===== src/rtl/qpu_exu_measure_collect_if.sv =====
// Request/readout/result bundle between the MCU readout side, the issuing pipe and the
// measurement collector; the collector takes the slave side.
interface qpu_exu_measure_collect_if #(
   parameter int unsigned QUBIT_NUM = 12
);
   logic                 meas_req_valid;
   logic [QUBIT_NUM-1:0] meas_req_list;
   logic                 meas_req_ready;
   logic [QUBIT_NUM-1:0] rd_valid;
   logic [QUBIT_NUM-1:0] rd_data;
   logic                 mcu_measure_o_wen;
   logic [QUBIT_NUM-1:0] mcu_measure_o_data;
   logic [QUBIT_NUM-1:0] mcu_measure_o_list;
   logic                 timeout_o;
   logic                 busy_o;

   modport master (
      output meas_req_valid, meas_req_list, rd_valid, rd_data,
      input  meas_req_ready, mcu_measure_o_wen, mcu_measure_o_data, mcu_measure_o_list,
      input  timeout_o, busy_o
   );

   modport slave (
      input  meas_req_valid, meas_req_list, rd_valid, rd_data,
      output meas_req_ready, mcu_measure_o_wen, mcu_measure_o_data, mcu_measure_o_list,
      output timeout_o, busy_o
   );
endinterface


===== src/rtl/qpu_exu_measure_collect.sv =====
// Gathers per-qubit readout results for one measurement and emits a single-cycle regfile
// write once all requested qubits have reported or the timeout expires.
module qpu_exu_measure_collect #(
   parameter int unsigned QUBIT_NUM      = 12,
   parameter int unsigned TIMEOUT_CYCLES = 1000,
   parameter int unsigned CNT_W          = 16
) (
   input logic                      clk,
   input logic                      rst,
   qpu_exu_measure_collect_if.slave bus
);

   typedef enum logic [1:0] {StIdle, StCollect, StWrite} state_e;

   state_e               state_q, state_d;
   logic [QUBIT_NUM-1:0] pending_q, pending_d;
   logic [QUBIT_NUM-1:0] got_q, got_d;
   logic [QUBIT_NUM-1:0] data_q, data_d;
   logic [CNT_W-1:0]     cnt_q, cnt_d;
   logic                 tmo_q, tmo_d;

   logic [QUBIT_NUM-1:0] capture;
   logic [QUBIT_NUM-1:0] got_nxt;

   // Only the first strobe of a pending qubit is captured.
   assign capture = bus.rd_valid & pending_q & ~got_q;
   assign got_nxt = got_q | (bus.rd_valid & pending_q);

   always_ff @(posedge clk) begin
      if (rst) begin
         state_q   <= StIdle;
         pending_q <= '0;
         got_q     <= '0;
         data_q    <= '0;
         cnt_q     <= '0;
         tmo_q     <= 1'b0;
      end else begin
         state_q   <= state_d;
         pending_q <= pending_d;
         got_q     <= got_d;
         data_q    <= data_d;
         cnt_q     <= cnt_d;
         tmo_q     <= tmo_d;
      end
   end

   always_comb begin
      state_d   = state_q;
      pending_d = pending_q;
      got_d     = got_q;
      data_d    = data_q;
      cnt_d     = cnt_q;
      tmo_d     = tmo_q;
      unique case (state_q)
         StIdle: begin
            // An empty list is accepted and dropped without leaving idle.
            if (bus.meas_req_valid && (|bus.meas_req_list)) begin
               pending_d = bus.meas_req_list;
               got_d     = '0;
               data_d    = '0;
               cnt_d     = '0;
               tmo_d     = 1'b0;
               state_d   = StCollect;
            end
         end
         StCollect: begin
            data_d = (data_q & ~capture) | (bus.rd_data & capture);
            got_d  = got_nxt;
            if (got_nxt == pending_q) begin
               tmo_d   = 1'b0;
               state_d = StWrite;
            end else if (cnt_q == CNT_W'(TIMEOUT_CYCLES - 1)) begin
               tmo_d   = 1'b1;
               state_d = StWrite;
            end else begin
               cnt_d = cnt_q + 1'b1;
            end
         end
         StWrite: state_d = StIdle;
         default: state_d = StIdle;
      endcase
   end

   assign bus.meas_req_ready     = (state_q == StIdle);
   assign bus.busy_o             = (state_q != StIdle);
   assign bus.mcu_measure_o_wen  = (state_q == StWrite);
   assign bus.mcu_measure_o_data = (state_q == StWrite) ? data_q : '0;
   assign bus.mcu_measure_o_list = (state_q == StWrite) ? pending_q : '0;
   assign bus.timeout_o          = (state_q == StWrite) && tmo_q;

endmodule


===== src/flat_wrapper.sv =====
// flat-port wrapper written by rule: the top's interface ports become plain ports
module qpu_exu_measure_collect_flat 
#(
   parameter int unsigned QUBIT_NUM      = 12,
   parameter int unsigned TIMEOUT_CYCLES = 1000,
   parameter int unsigned CNT_W          = 16
)
  (clk, rst, bus_meas_req_valid, bus_meas_req_list, bus_rd_valid, bus_rd_data, bus_meas_req_ready, bus_mcu_measure_o_wen, bus_mcu_measure_o_data, bus_mcu_measure_o_list, bus_timeout_o, bus_busy_o);
  qpu_exu_measure_collect_if #(.QUBIT_NUM(QUBIT_NUM)) bus_i ();
  input logic clk;
  input logic rst;
  input wire logic [$bits(bus_i.meas_req_valid)-1:0] bus_meas_req_valid;
  input wire logic [$bits(bus_i.meas_req_list)-1:0] bus_meas_req_list;
  input wire logic [$bits(bus_i.rd_valid)-1:0] bus_rd_valid;
  input wire logic [$bits(bus_i.rd_data)-1:0] bus_rd_data;
  output wire logic [$bits(bus_i.meas_req_ready)-1:0] bus_meas_req_ready;
  output wire logic [$bits(bus_i.mcu_measure_o_wen)-1:0] bus_mcu_measure_o_wen;
  output wire logic [$bits(bus_i.mcu_measure_o_data)-1:0] bus_mcu_measure_o_data;
  output wire logic [$bits(bus_i.mcu_measure_o_list)-1:0] bus_mcu_measure_o_list;
  output wire logic [$bits(bus_i.timeout_o)-1:0] bus_timeout_o;
  output wire logic [$bits(bus_i.busy_o)-1:0] bus_busy_o;
  assign bus_i.meas_req_valid = bus_meas_req_valid;
  assign bus_i.meas_req_list = bus_meas_req_list;
  assign bus_i.rd_valid = bus_rd_valid;
  assign bus_i.rd_data = bus_rd_data;
  assign bus_meas_req_ready = bus_i.meas_req_ready;
  assign bus_mcu_measure_o_wen = bus_i.mcu_measure_o_wen;
  assign bus_mcu_measure_o_data = bus_i.mcu_measure_o_data;
  assign bus_mcu_measure_o_list = bus_i.mcu_measure_o_list;
  assign bus_timeout_o = bus_i.timeout_o;
  assign bus_busy_o = bus_i.busy_o;
  qpu_exu_measure_collect #(.QUBIT_NUM(QUBIT_NUM), .TIMEOUT_CYCLES(TIMEOUT_CYCLES), .CNT_W(CNT_W)) u_core (.clk(clk), .rst(rst), .bus(bus_i));
endmodule

===== config.mk =====
export PLATFORM = sky130hd
export DESIGN_NAME = qpu_exu_measure_collect_flat
export DESIGN_NICKNAME = d
export VERILOG_FILES = /design/src/rtl/qpu_exu_measure_collect_if.sv /design/src/rtl/qpu_exu_measure_collect.sv /design/src/flat_wrapper.sv
export SDC_FILE = /design/constraint.sdc
export NUM_CORES = 1
export LEC_CHECK = 0
export CELL_PAD_IN_SITES_DETAIL_PLACEMENT = 2
export CELL_PAD_IN_SITES_GLOBAL_PLACEMENT = 2
export CORE_ASPECT_RATIO = 1.5
export CORE_MARGIN = 5
export CORE_UTILIZATION = 31
export DETAILED_ROUTE_END_ITERATION = 8
export GPL_ROUTABILITY_DRIVEN = 0
export PLACE_DENSITY = 0.9
export REMOVE_ABC_BUFFERS = 1
export SLEW_MARGIN = 5
export SYNTH_ARGS = -nofsm -noshare
export SYNTH_HDL_FRONTEND = slang
export SYNTH_SLANG_ARGS = --single-unit

===== constraint.sdc =====
create_clock -name clk -period 4 [get_ports clk]
set_clock_uncertainty 0.15 [all_clocks]
set_input_delay 0.8 -clock clk [delete_from_list [all_inputs] [get_ports clk]]
set_output_delay 0.8 -clock clk [all_outputs]
set_load 0.005 [all_outputs]

# Word level (Yosys, flattened, before mapping)
# Cells that the tools add are included.
# Widths: inputs -> output; s select.
[classes]
muxes = 17
addsub = 1
n_reduce_logical = 11
eq_ne = 8
n_bitwise = 8
[op_table]
columns = ["op", "count"]
rows = [
  ["$and 12x12->12", 4],
  ["$mux 16", 3],
  ["$pmux 12 s2", 2],
  ["$mux 12", 3],
  ["$pmux 16 s2", 1],
  ["$not 12->12", 2],
  ["$or 12x12->12", 2],
  ["$add 16x1->16 const B", 1],
  ["$eq 16x10->1 const B", 1],
  ["$eq 12x12->1", 1],
  ["$reduce_or 12->1", 1],
  ["$mux 2", 3],
  ["$reduce_and 2->1", 3],
  ["$ne 2x2->1 const B", 2],
  ["$pmux 2 s2", 1],
  ["$reduce_and 4->1", 1],
  ["$reduce_bool 2->1", 2],
  ["$mux 1", 3],
  ["$ne 3x1->1 const B", 1],
  ["$reduce_and 3->1", 1],
  ["$eq 2x1->1 const B", 1],
  ["$eq 2x2->1 const B", 1],
  ["$logic_and 1x1->1", 2],
  ["$logic_not 2->1", 1],
  ["2 further kinds", 2],
]
[totals]
reg_bits = 55
elab_cells = 51
in_bits = 39
out_inout_bits = 28

# Logic depth before layout (Yosys ltp)
# Gate-level depths: netlist of the first run.
[depth]
depth_word = 6
mapped_depth = 8
mapped_depth_nobuf = 7

# Least setup slack after synthesis of the first run
# No wires, ideal clock.
[synth_path]
path_type = "input -> register"
startpoint = "input bus_meas_req_list[9]"
endpoint = "register u_core.cnt_q[9]"
arrival_ns = 2.614
cell_stages = 7
slack_ns = 1.162
n_path_buf = 1
setup_time_ns = 0.074
path_cell_list = "or4_1 > o311ai_4 > inv_2 > o31ai_4 > buf_6 > nand2_1 > a31oi_1"
[synth_via]
elab_chain_len = 4
[synth_rtl]
columns = ["item", "line", "source"]
rows = [
  ["from (decl)", "flat_wrapper.sv:13", "input wire logic [$bits(bus_i.meas_req_list)-1:0] bus_meas_req_list;"],
  ["$reduce_or 12->1", "qpu_exu_measure_collect.sv:57", "if (bus.meas_req_valid && (|bus.meas_req_list)) begin"],
  ["$logic_and 1x1->1", "qpu_exu_measure_collect.sv:57", ""],
  ["$ne 2x1->1 (no line)", "n/a", ""],
  ["$reduce_and 4->1 (no line)", "n/a", ""],
  ["to (signal assigned)", "qpu_exu_measure_collect.sv:42", "cnt_q <= cnt_d;"],
  ["to (decl)", "qpu_exu_measure_collect.sv:19", "logic [CNT_W-1:0] cnt_q, cnt_d;"],
]
# Every way passes these cells.
# A chain may end at the register's enable or synchronous reset.

# Worst setup path in the final report of the first run
[layout_path]
startpoint = "input bus_meas_req_list[9]"
endpoint = "register u_core.got_q[7]"
[layout_via]
elab_chain_len = 4
[layout_rtl]
columns = ["item", "line", "source"]
rows = [
  ["$reduce_or 12->1", "qpu_exu_measure_collect.sv:57", ""],
  ["$logic_and 1x1->1", "qpu_exu_measure_collect.sv:57", ""],
  ["$ne 2x1->1 (no line)", "n/a", ""],
  ["$reduce_and 2->1 (no line)", "n/a", ""],
  ["to (signal assigned)", "qpu_exu_measure_collect.sv:40", "got_q <= got_d;"],
  ["to (decl)", "qpu_exu_measure_collect.sv:17", "logic [QUBIT_NUM-1:0] got_q, got_d;"],
]
# Every way passes these cells.

==> metrics.txt, run 1 <==
min cycle time layout 3300 ps; Global Route Usage Sum 20.6%; Top delay family on crit path simple AND/OR/NAND/NOR gates; DIE AREA 11100 um^2; fraction of layout cells with a size suffix above 1 4.62%; routed wire length 10900 um; #FFs+latches synth 55; RSZ-0062 raised after global routing false; worst r2r src u_core.pending_q[1]$_SDFFE_PP0P_; Area after DPL 3580 um^2; # diodes 0; Crit Path Class primary input to flop; port bufs 66; most frequent cells in the layout clkdlybuf4s50_1, dfxtp_1, nor2_1; Register Area 1100 um^2; Power Density 361 nW/um^2; worst r2r path cells 7; slowest CP cell or4_1; crit path launch type primary input; sequential share of the synthesized area 39.2%; DR iter-0 viols 83; DR DRC count 0; TritonCTS buffer count 5; core region area 8830 um^2; Die Y 127 um; Worst Max-Slew Pin Slew 984 ps; critical path depth in cells 6; Clock Latency Late Sink 300 ps; post-detailed-route count of antenna-violating nets 0; Required @ worst endpoint 4060 ps; CTS tree built; die width 87.7 um; gr ovfl total 0; Yosys cell types 40; post-synthesis cell area 2810 um^2; CP Max Fanout 26; Worst VDD drop 0.238 mV; fin crit share 82.6%; Final nets 450; design area 3750 um^2; pin count of the biggest net entering global routing 45; final count of negative-setup-slack endpoints 0; met2 WL 6100 um; Worst Hold Path Cells 2; worst reg2reg endpoint u_core.cnt_q[1]$_SDFFE_PP0P_; starting density of the core 31.8%; number of synthesized flops with an enable pin 0; worst path bufs/invs 2; IO Pins 67; Worst Setup End Kind flop; top_reg_cell synth dfxtp_1; CTS sink cnt 55; row cnt 42; first-pass GRT wire length 18000 um; fillers 998; Mapped Cells 348; Vias 2885; hold_sp u_core.data_q[9]$_SDFFE_PP0P_; final hold vios 0; antenna violations before repair 0; max-cap viol count 0; Reg2Reg Setup Slack 1420 ps; Layout area overhead 33.6%; vias in the first global route 3331; hold_buf cts 0; post-synthesis average cell area 8.08 um^2; asr flop ratio synth 0%; leakage 0.00133 uW; CTS max path bufs 2; Worst EP arrival 3360 ps; Setup crit end u_core.got_q[7]$_SDFFE_PP0P_; Final TNS setup 0 ps; status finished clean; CP startpoint bus_meas_req_list[9]; vias per cell 5.54; most common cell after layout, fill and taps aside clkdlybuf4s50_1; post-cts sizing count 0; Slew headroom 34.3%; Fmax 303 MHz; WL per Instance 20.9 um; Top Layer Used met4; dpl hpwl 7770 um; WL met1 4110 um; Reg clk slew, reported paths 80 ps; post-CTS setup buffer count 0; Pins Over Slew Limit 0; CTS root buffer clkbuf_16; crit-path max cell delay 620 ps; first drt pass iteration count 4; worst path cell trace clkdlybuf4s50_1 > or4_1 > o311ai_4 > buf_4 > nand2b_1 > a21oi_1; met3 routed WL 434 um; Hold Path Class flop to flop; H-tree levels 2; multi-input logic area 1570 um^2; Synthesis Warnings 0
worst register-to-register path: stages (launching register included):
cell and delay, ps:
dfxtp_1 440, nand2b_1 150, o2111ai_1 120, or4_1 670, o31ai_4 480, buf_4 270, nand3b_1 120, a21oi_1 60
kinds of logic (layout without fill, tap and decap cells):
group	after synthesis	count (layout)	synth area share (%)
DFF	55	55	39.2
and+or+nand+nor	163	163	31.7
AOI/OAI and AO/OA	83	83	19.5
buffers and inverters	34	97	4.85
adders and majority gates	1	1	0.445
muxes	12	12	4.27
where the power goes:
group	switching, uW	internal (uW)	total, uW
Combinational	144	106	250
Sequential	23.0	565	588
Clock	206	312	518
Total	373	983	1360
Yosys cell counts, drive strengths merged, types with 4 or more instances:
cell	count	area (um^2)
a21oi	29	145
nand3	18	90.1
o21ai	13	65.1
nand4	5	31.3
inv	17	63.8
o211ai	13	97.6
nor3b	10	75.1
nor2b	11	68.8
nand2b	10	62.6
nor2	36	135
and2	30	188
o32ai	4	35.0
nand2	21	78.8
dfxtp	55	1100
a31oi	6	37.5
mux2i	12	120
o31ai	8	73.8
or4	5	41.3
clkbuf	14	52.6
state kept, by name (all words and copies together) (netlist names):
name,cells
u_core.state_q,2
u_core.cnt_q,16
u_core.got_q,12
u_core.tmo_q,1
u_core.pending_q,12
u_core.data_q,12
worst min path at each step:
stage / to / slack (ps)
after floorplan: u_core.cnt_q[8]$_SDFFE_PP0P_ / 300
after global placement: u_core.data_q[5]$_SDFFE_PP0P_ / 320
after detailed placement: u_core.data_q[8]$_SDFFE_PP0P_ / 340
after CTS: u_core.data_q[9]$_SDFFE_PP0P_ / 360
after global routing: u_core.data_q[1]$_SDFFE_PP0P_ / 370
final: u_core.data_q[9]$_SDFFE_PP0P_ / 350
cell type report:
| type | instances | share of cell area [%] |
|---|---|---|
| timing repair buffer | 72 | 18.8 |
| tap | 110 | 3.67 |
| sequential | 55 | 29.3 |
| clock buffer | 6 | 3.70 |
| multi-input combinational | 259 | 41.9 |
| inverter | 17 | 1.70 |
| clock inverter | 2 | 0.933 |
stage by stage:
step           util, %  setup WS, ps  hold slack, ps  std cells  total power, uW
2_1_floorplan        -           610             297        331              711
3_3_place_gp      40.6           562             324        513              833
3_5_place_dp      40.6           488             343        513              843
4_1_cts           42.5           726             357        521             1370
5_1_grt           42.5           619             371        521             1410
6_report          42.5           696             353        521             1360
layer usage:
metal	up-vias	GRT usage, %
met5	-	0
met4	0	6.23
met3	13	2.66
met2	67	39.3
met1	1446	22.7
li1	1359	-
No activity file was read; power rests on OpenSTA's default activity.
==> run 2, diff against run 1 <==
--- a/config.mk
+++ b/config.mk
@@ -9,10 +9,10 @@
 export CELL_PAD_IN_SITES_GLOBAL_PLACEMENT = 2
 export CORE_ASPECT_RATIO = 1.5
 export CORE_MARGIN = 5
-export CORE_UTILIZATION = 31
+export CORE_UTILIZATION = 26
 export DETAILED_ROUTE_END_ITERATION = 8
 export GPL_ROUTABILITY_DRIVEN = 0
-export PLACE_DENSITY = 0.9
+export PLACE_DENSITY = 0.81
 export REMOVE_ABC_BUFFERS = 1
 export SLEW_MARGIN = 5
 export SYNTH_ARGS = -nofsm -noshare
==> constraint.sdc (replaced) <==
create_clock -name clk -period 2.8 [get_ports clk]
set_clock_uncertainty 0.15 [all_clocks]
set_input_delay 0.56 -clock clk [delete_from_list [all_inputs] [get_ports clk]]
set_output_delay 0.56 -clock clk [all_outputs]
set_load 0.005 [all_outputs]
==> run 2 against run 1 <==
  * Worst setup slack worse by 600 ps
  * Cell area up 6.0%
  * Non-clock buffer count rose by 20
  * Via count up 1.3%
  * Largest cell class unchanged
==> metrics.txt, run 2 (same netlist as run 1, synthesis figures left out) <==
dpl hpwl 8030 um; crit-path max cell delay 560 ps; Combinational Power Share 21.2%; # placed instances 563; Worst Setup End Kind flop; final hold vios 0; Final nets 470; most frequent cells in the layout clkdlybuf4s50_1, dfxtp_1, nor2_1; Worst Max-Slew Pin Slew 548 ps; most common cell after layout, fill and taps aside clkdlybuf4s50_1; Vias 2922; CTS tree built; H-tree levels 2; DR iter-0 viols 68; core region area 10600 um^2; Clock Latency Late Sink 300 ps; CTS sink cnt 55; leakage 0.00146 uW; WL per Instance 18.5 um; Fmax 369 MHz; antenna violations before repair 0; fin crit share 96.7%; final count of negative-setup-slack endpoints 0; routed wire length 10600 um; row cnt 46; worst path bufs/invs 4; first-pass GRT wire length 16700 um; vias in the first global route 3271; max-cap viol count 0; CTS max path bufs 2; post-route insts no fill 575; sw frac 27.4%; Hold Path Class flop to flop; P_int 1460 uW; Power Density 505 nW/um^2; Pins Over Slew Limit 0; pin count of the biggest net entering global routing 45; starting density of the core 26.5%; status finished clean; TritonCTS buffer count 5; vias per cell 5.08; min cycle time layout 2710 ps; Crit Path Class primary input to flop; IO Pins 67; Reg clk slew, reported paths 80 ps; slowest CP cell or4_4; Die Y 137 um; Slew headroom 63.5%; first drt pass iteration count 5; design area 3980 um^2; Reg with most FFs u_core.cnt_q; die width 94.9 um; fillers 1210; CTS root buffer clkbuf_16; CP Max Fanout 10; Layout area overhead 41.7%; gr ovfl total 0; post-detailed-route count of antenna-violating nets 0; fraction of layout cells with a size suffix above 1 9.74%; Worst EP arrival 2780 ps; Area after DPL 3760 um^2; DR DRC count 0; Worst VDD drop 0.249 mV; port bufs 66; worst path cell trace clkdlybuf4s50_1 > or4_4 > o311ai_4 > inv_2 > o31ai_4 > buf_12 > buf_4 > nand2_1 > a31oi_1; Switch Pwr 550 uW; DIE AREA 13000 um^2; Top delay family on crit path buffers and inverters; Largest register FFs 16; share of power burned in registers 41.5%; Global Route Usage Sum 16.4%; Reg2Reg Setup Slack 400 ps; Required @ worst endpoint 2880 ps; # diodes 0; Clk pwr share 37.3%; crit path launch type primary input
[run 2: changes by cell type in the layout (fill, tap and decap cells not counted)]
cell             before  now
dlymetal6s2s_1        0    3
nor4_2                0    1
buf_4                 6   25
buf_12                0    1
nor4_1                2    1
or4_1                 4    2
o21ai_0              13   12
o21ai_1               0    1
clkdlybuf4s50_1      66   63
or4_4                 1    3
[run 2: power groups by stage]
stage / Sequential [uW] / Combinational, uW / Clock (uW)
floorplan: 844 / 173 / 0
global placement: 851 / 390 / 0
detailed placement: 854 / 405 / 0
CTS: 836 / 410 / 776
global route: 841 / 460 / 793
finish: 835 / 426 / 750
[run 2: timing repair]
item | in CTS | in global routing
buffers inserted | 0 | 4
hold buffers | 0 | 0
resized for setup | 1 | 7
setup endpoints to repair | 1 | 3
pin swaps | 1 | 2
[run 2: area by class of cell]
type	instances	area (um^2)	share of cell area, %
Multi-Input combinational cell	259	1590	39.8
Sequential cell	55	1100	27.7
Tap cell	144	180	4.53
Inverter	17	63.8	1.60
Clock inverter	2	35.0	0.880
Timing Repair Buffer	92	876	22.0
Clock buffer	6	139	3.49
[run 2: stage by stage]
stage | hold WS [ps] | utilization, % | worst slack (ps) | setup TNS [ps] | total power, uW
final | 339 | 37.6 | 91.8 | 0 | 2010
after global routing | 366 | 37.6 | -11.6 | -13.0 | 2090
after CTS | 346 | 37.1 | 6.59 | 0 | 2020
after detailed placement | 336 | 35.5 | -336 | -7620 | 1260
after global placement | 323 | 35.5 | -195 | -2790 | 1240
after floorplan | 297 | - | -350 | -5140 | 1020
[run 2: worst paths after layout]
kind | start | end | cells after the start
worst min register to register | u_core.data_q[2]$_SDFFE_PP0P_ | u_core.data_q[2]$_SDFFE_PP0P_ | 2
worst max-delay path | bus_meas_req_list[9] | u_core.cnt_q[9]$_SDFFE_PP0P_ | 9
worst max register to register | u_core.pending_q[1]$_SDFFE_PP0P_ | u_core.cnt_q[9]$_SDFFE_PP0P_ | 8
worst min-delay path | u_core.data_q[2]$_SDFFE_PP0P_ | u_core.data_q[2]$_SDFFE_PP0P_ | 2
[run 2: layer usage]
layer | up-vias | track usage [%] | part of all wire (%)
met4 | 0 | 3.69 | 0.94
met3 | 10 | 2.35 | 2.5
met2 | 51 | 33.5 | 58
met5 | - | 0 | 0
li1 | 1406 | - | -
met1 | 1455 | 17.2 | 39
[run 2: worst reg2reg max path: cells and delay by family, from the launching register on]
family | cells | cell delay, ps
AO/OA/AOI/OAI | 3 | 570
buffers and inverters | 2 | 320
flip-flops | 1 | 400
AND/OR/NAND/NOR | 3 | 890
==> run 3, diff against run 2 <==
--- a/config.mk
+++ b/config.mk
@@ -7,12 +7,12 @@
 export LEC_CHECK = 0
 export CELL_PAD_IN_SITES_DETAIL_PLACEMENT = 2
 export CELL_PAD_IN_SITES_GLOBAL_PLACEMENT = 2
-export CORE_ASPECT_RATIO = 1.5
+export CORE_ASPECT_RATIO = 1.1
 export CORE_MARGIN = 5
-export CORE_UTILIZATION = 26
+export CORE_UTILIZATION = 28
 export DETAILED_ROUTE_END_ITERATION = 8
 export GPL_ROUTABILITY_DRIVEN = 0
-export PLACE_DENSITY = 0.81
+export PLACE_DENSITY = 0.82
 export REMOVE_ABC_BUFFERS = 1
 export SLEW_MARGIN = 5
 export SYNTH_ARGS = -nofsm -noshare
==> constraint.sdc (replaced) <==
create_clock -name clk -period 2.9 [get_ports clk]
set_clock_uncertainty 0.15 [all_clocks]
set_input_delay 0.58 -clock clk [delete_from_list [all_inputs] [get_ports clk]]
set_output_delay 0.58 -clock clk [all_outputs]
set_load 0.005 [all_outputs]
==> run 3 against run 2 <==
  * Clock power down 17%
  * Hold slack better by 9.0 ps
  * Highest routed layer unchanged
  * Power down 10%
  * Final cell count down 5.0%
  * Cell area down 3.4%
  * Via count down 1.6%
  * Non-clock buffer count down 5
  * Register-to-register slack better by 140 ps
  * Wire length down 4.3%
  * Core utilization up 1.5 points
==> metrics.txt, run 3 (same netlist as run 1, synthesis figures left out) <==
status finished clean; Reg clk slew, reported paths 110 ps; Slew headroom 64.0%; Crit Path Class primary input to flop; met2 WL 5430 um; Hold Path Class flop to flop; DIE AREA 12100 um^2; dpl hpwl 7790 um; vias in the first global route 3173; TritonCTS buffer count 5; worst r2r src u_core.pending_q[8]$_SDFFE_PP0P_; worst reg2reg endpoint u_core.cnt_q[2]$_SDFFE_PP0P_; slowest CP cell or4_1; Power Density 471 nW/um^2; CTS tree built; Top Layer Used met4; post-detailed-route count of antenna-violating nets 0; WL per Instance 18.6 um; Final nets 465; Largest register FFs 16; worst r2r path cells 7; core region area 9840 um^2; leakage 0.00138 uW; final hold vios 0; gr ovfl total 0; CTS sink cnt 55; post-route insts no fill 546; Top delay family on crit path compound AO/OA/AOI/OAI gates; Vias 2876; Global Route Usage Sum 17.1%; max-cap viol count 0; RSZ-0062 raised after global routing false; # diodes 0; vias per cell 5.27; CTS max path bufs 2; Die Y 115 um; H-tree levels 2; hold endpoint u_core.data_q[4]$_SDFFE_PP0P_; final count of negative-setup-slack endpoints 0; Worst Max-Slew Pin Slew 540 ps; DR DRC count 0; first drt pass iteration count 4; fraction of layout cells with a size suffix above 1 8.22%; Worst Hold Path Cells 2; WL met1 4260 um; post-layout util 39.1%; first-pass GRT wire length 16600 um; # placed instances 538; met3 routed WL 289 um; Reg2Reg Setup Slack 540 ps; crit path launch type primary input; routed wire length 10200 um; Reg with most FFs u_core.cnt_q; Layout area overhead 36.9%; Clock Latency Late Sink 320 ps; pin count of the biggest net entering global routing 45; port bufs 66; Fmax 351 MHz; die width 106 um; CP Max Fanout 4; Worst VDD drop 0.181 mV; Worst Setup End Kind flop; worst path cell trace clkdlybuf4s50_1 > or4_1 > o311ai_4 > o21ai_0 > o31ai_4 > buf_4 > nor2_1 > o32ai_1; Pins Over Slew Limit 0; IO Pins 67; CTS root buffer clkbuf_8; hold_sp u_core.data_q[4]$_SDFFE_PP0P_; DR iter-0 viols 48; Worst EP arrival 2920 ps; min cycle time layout 2850 ps; most frequent cells in the layout clkdlybuf4s50_1, dfxtp_1, nor2_1; Required @ worst endpoint 2970 ps; crit-path max cell delay 620 ps; fin crit share 98.3%; most common cell after layout, fill and taps aside clkdlybuf4s50_1; worst path bufs/invs 2; starting density of the core 28.6%; row cnt 38; antenna violations before repair 0
-- run 3: timing repair --
| item | 4_1_cts | 5_1_grt |
|---|---|---|
| buffers inserted | 0 | 0 |
| gates resized for setup | 0 | 1 |
| endpoints found under the setup margin | 0 | 1 |
| hold buffers | 0 | 0 |
-- run 3: layer usage --
| metal | vias up | GRT usage [%] |
|---|---|---|
| li1 | 1390 | - |
| met1 | 1412 | 18.9 |
| met5 | - | 0 |
| met4 | 0 | 5.35 |
| met3 | 17 | 2.75 |
| met2 | 57 | 33.3 |
-- run 3: power by group --
group          switching, uW  internal (uW)  leakage [uW]
registers               29.2            779      0.000445
clock network            277            345     0.0000644
logic                    201            180      0.000869
total                    507           1300       0.00138
-- run 3: area by class of cell --
class / instances / area [um^2]
Clock buffer: 5 / 68.8
Clock inverter: 3 / 67.6
Fill cell: 1122 / 6000
Inverter: 17 / 63.8
Multi-Input combinational cell: 259 / 1580
Sequential cell: 55 / 1100
Tap cell: 120 / 150
Timing Repair Buffer: 87 / 818
-- run 3: worst reg2reg max path: cells and delay by family, from the launching register on --
family	cells	cell delay, ps
AO/OA/AOI/OAI	3	660
buffers and inverters	1	180
flip-flops	1	430
AND/OR/NAND/NOR	3	840
-- run 3: worst max path at each step --
stage,from,to,slack (ps),cells after the start
finish,bus_meas_req_list[9],u_core.cnt_q[2]$_SDFFE_PP0P_,50,8
global route,bus_meas_req_list[9],u_core.cnt_q[2]$_SDFFE_PP0P_,3,8
CTS,bus_meas_req_list[9],u_core.cnt_q[2]$_SDFFE_PP0P_,70,8
detailed placement,bus_meas_req_list[9],u_core.cnt_q[2]$_SDFFE_PP0P_,-250,8
global placement,bus_meas_req_list[9],u_core.got_q[0]$_SDFFE_PP0P_,-140,7
floorplan,bus_meas_req_list[9],u_core.cnt_q[2]$_SDFFE_PP0P_,-270,6
-- run 3: metrics by stage --
| stage | power, uW | setup WS (ps) | instance area, um^2 | hold WS, ps | TNS, ps |
|---|---|---|---|---|---|
| 4_1_cts | 1840 | 72.5 | 3840 | 351 | 0 |
| 5_1_grt | 1900 | 3.28 | 3850 | 380 | 0 |
| 3_5_place_dp | 1210 | -252 | 3710 | 335 | -7260 |
| 3_3_place_gp | 1190 | -143 | 3710 | 325 | -2870 |
| 6_report | 1810 | 50.5 | 3850 | 348 | 0 |
| 2_1_floorplan | 981 | -270 | 2740 | 297 | -3350 |
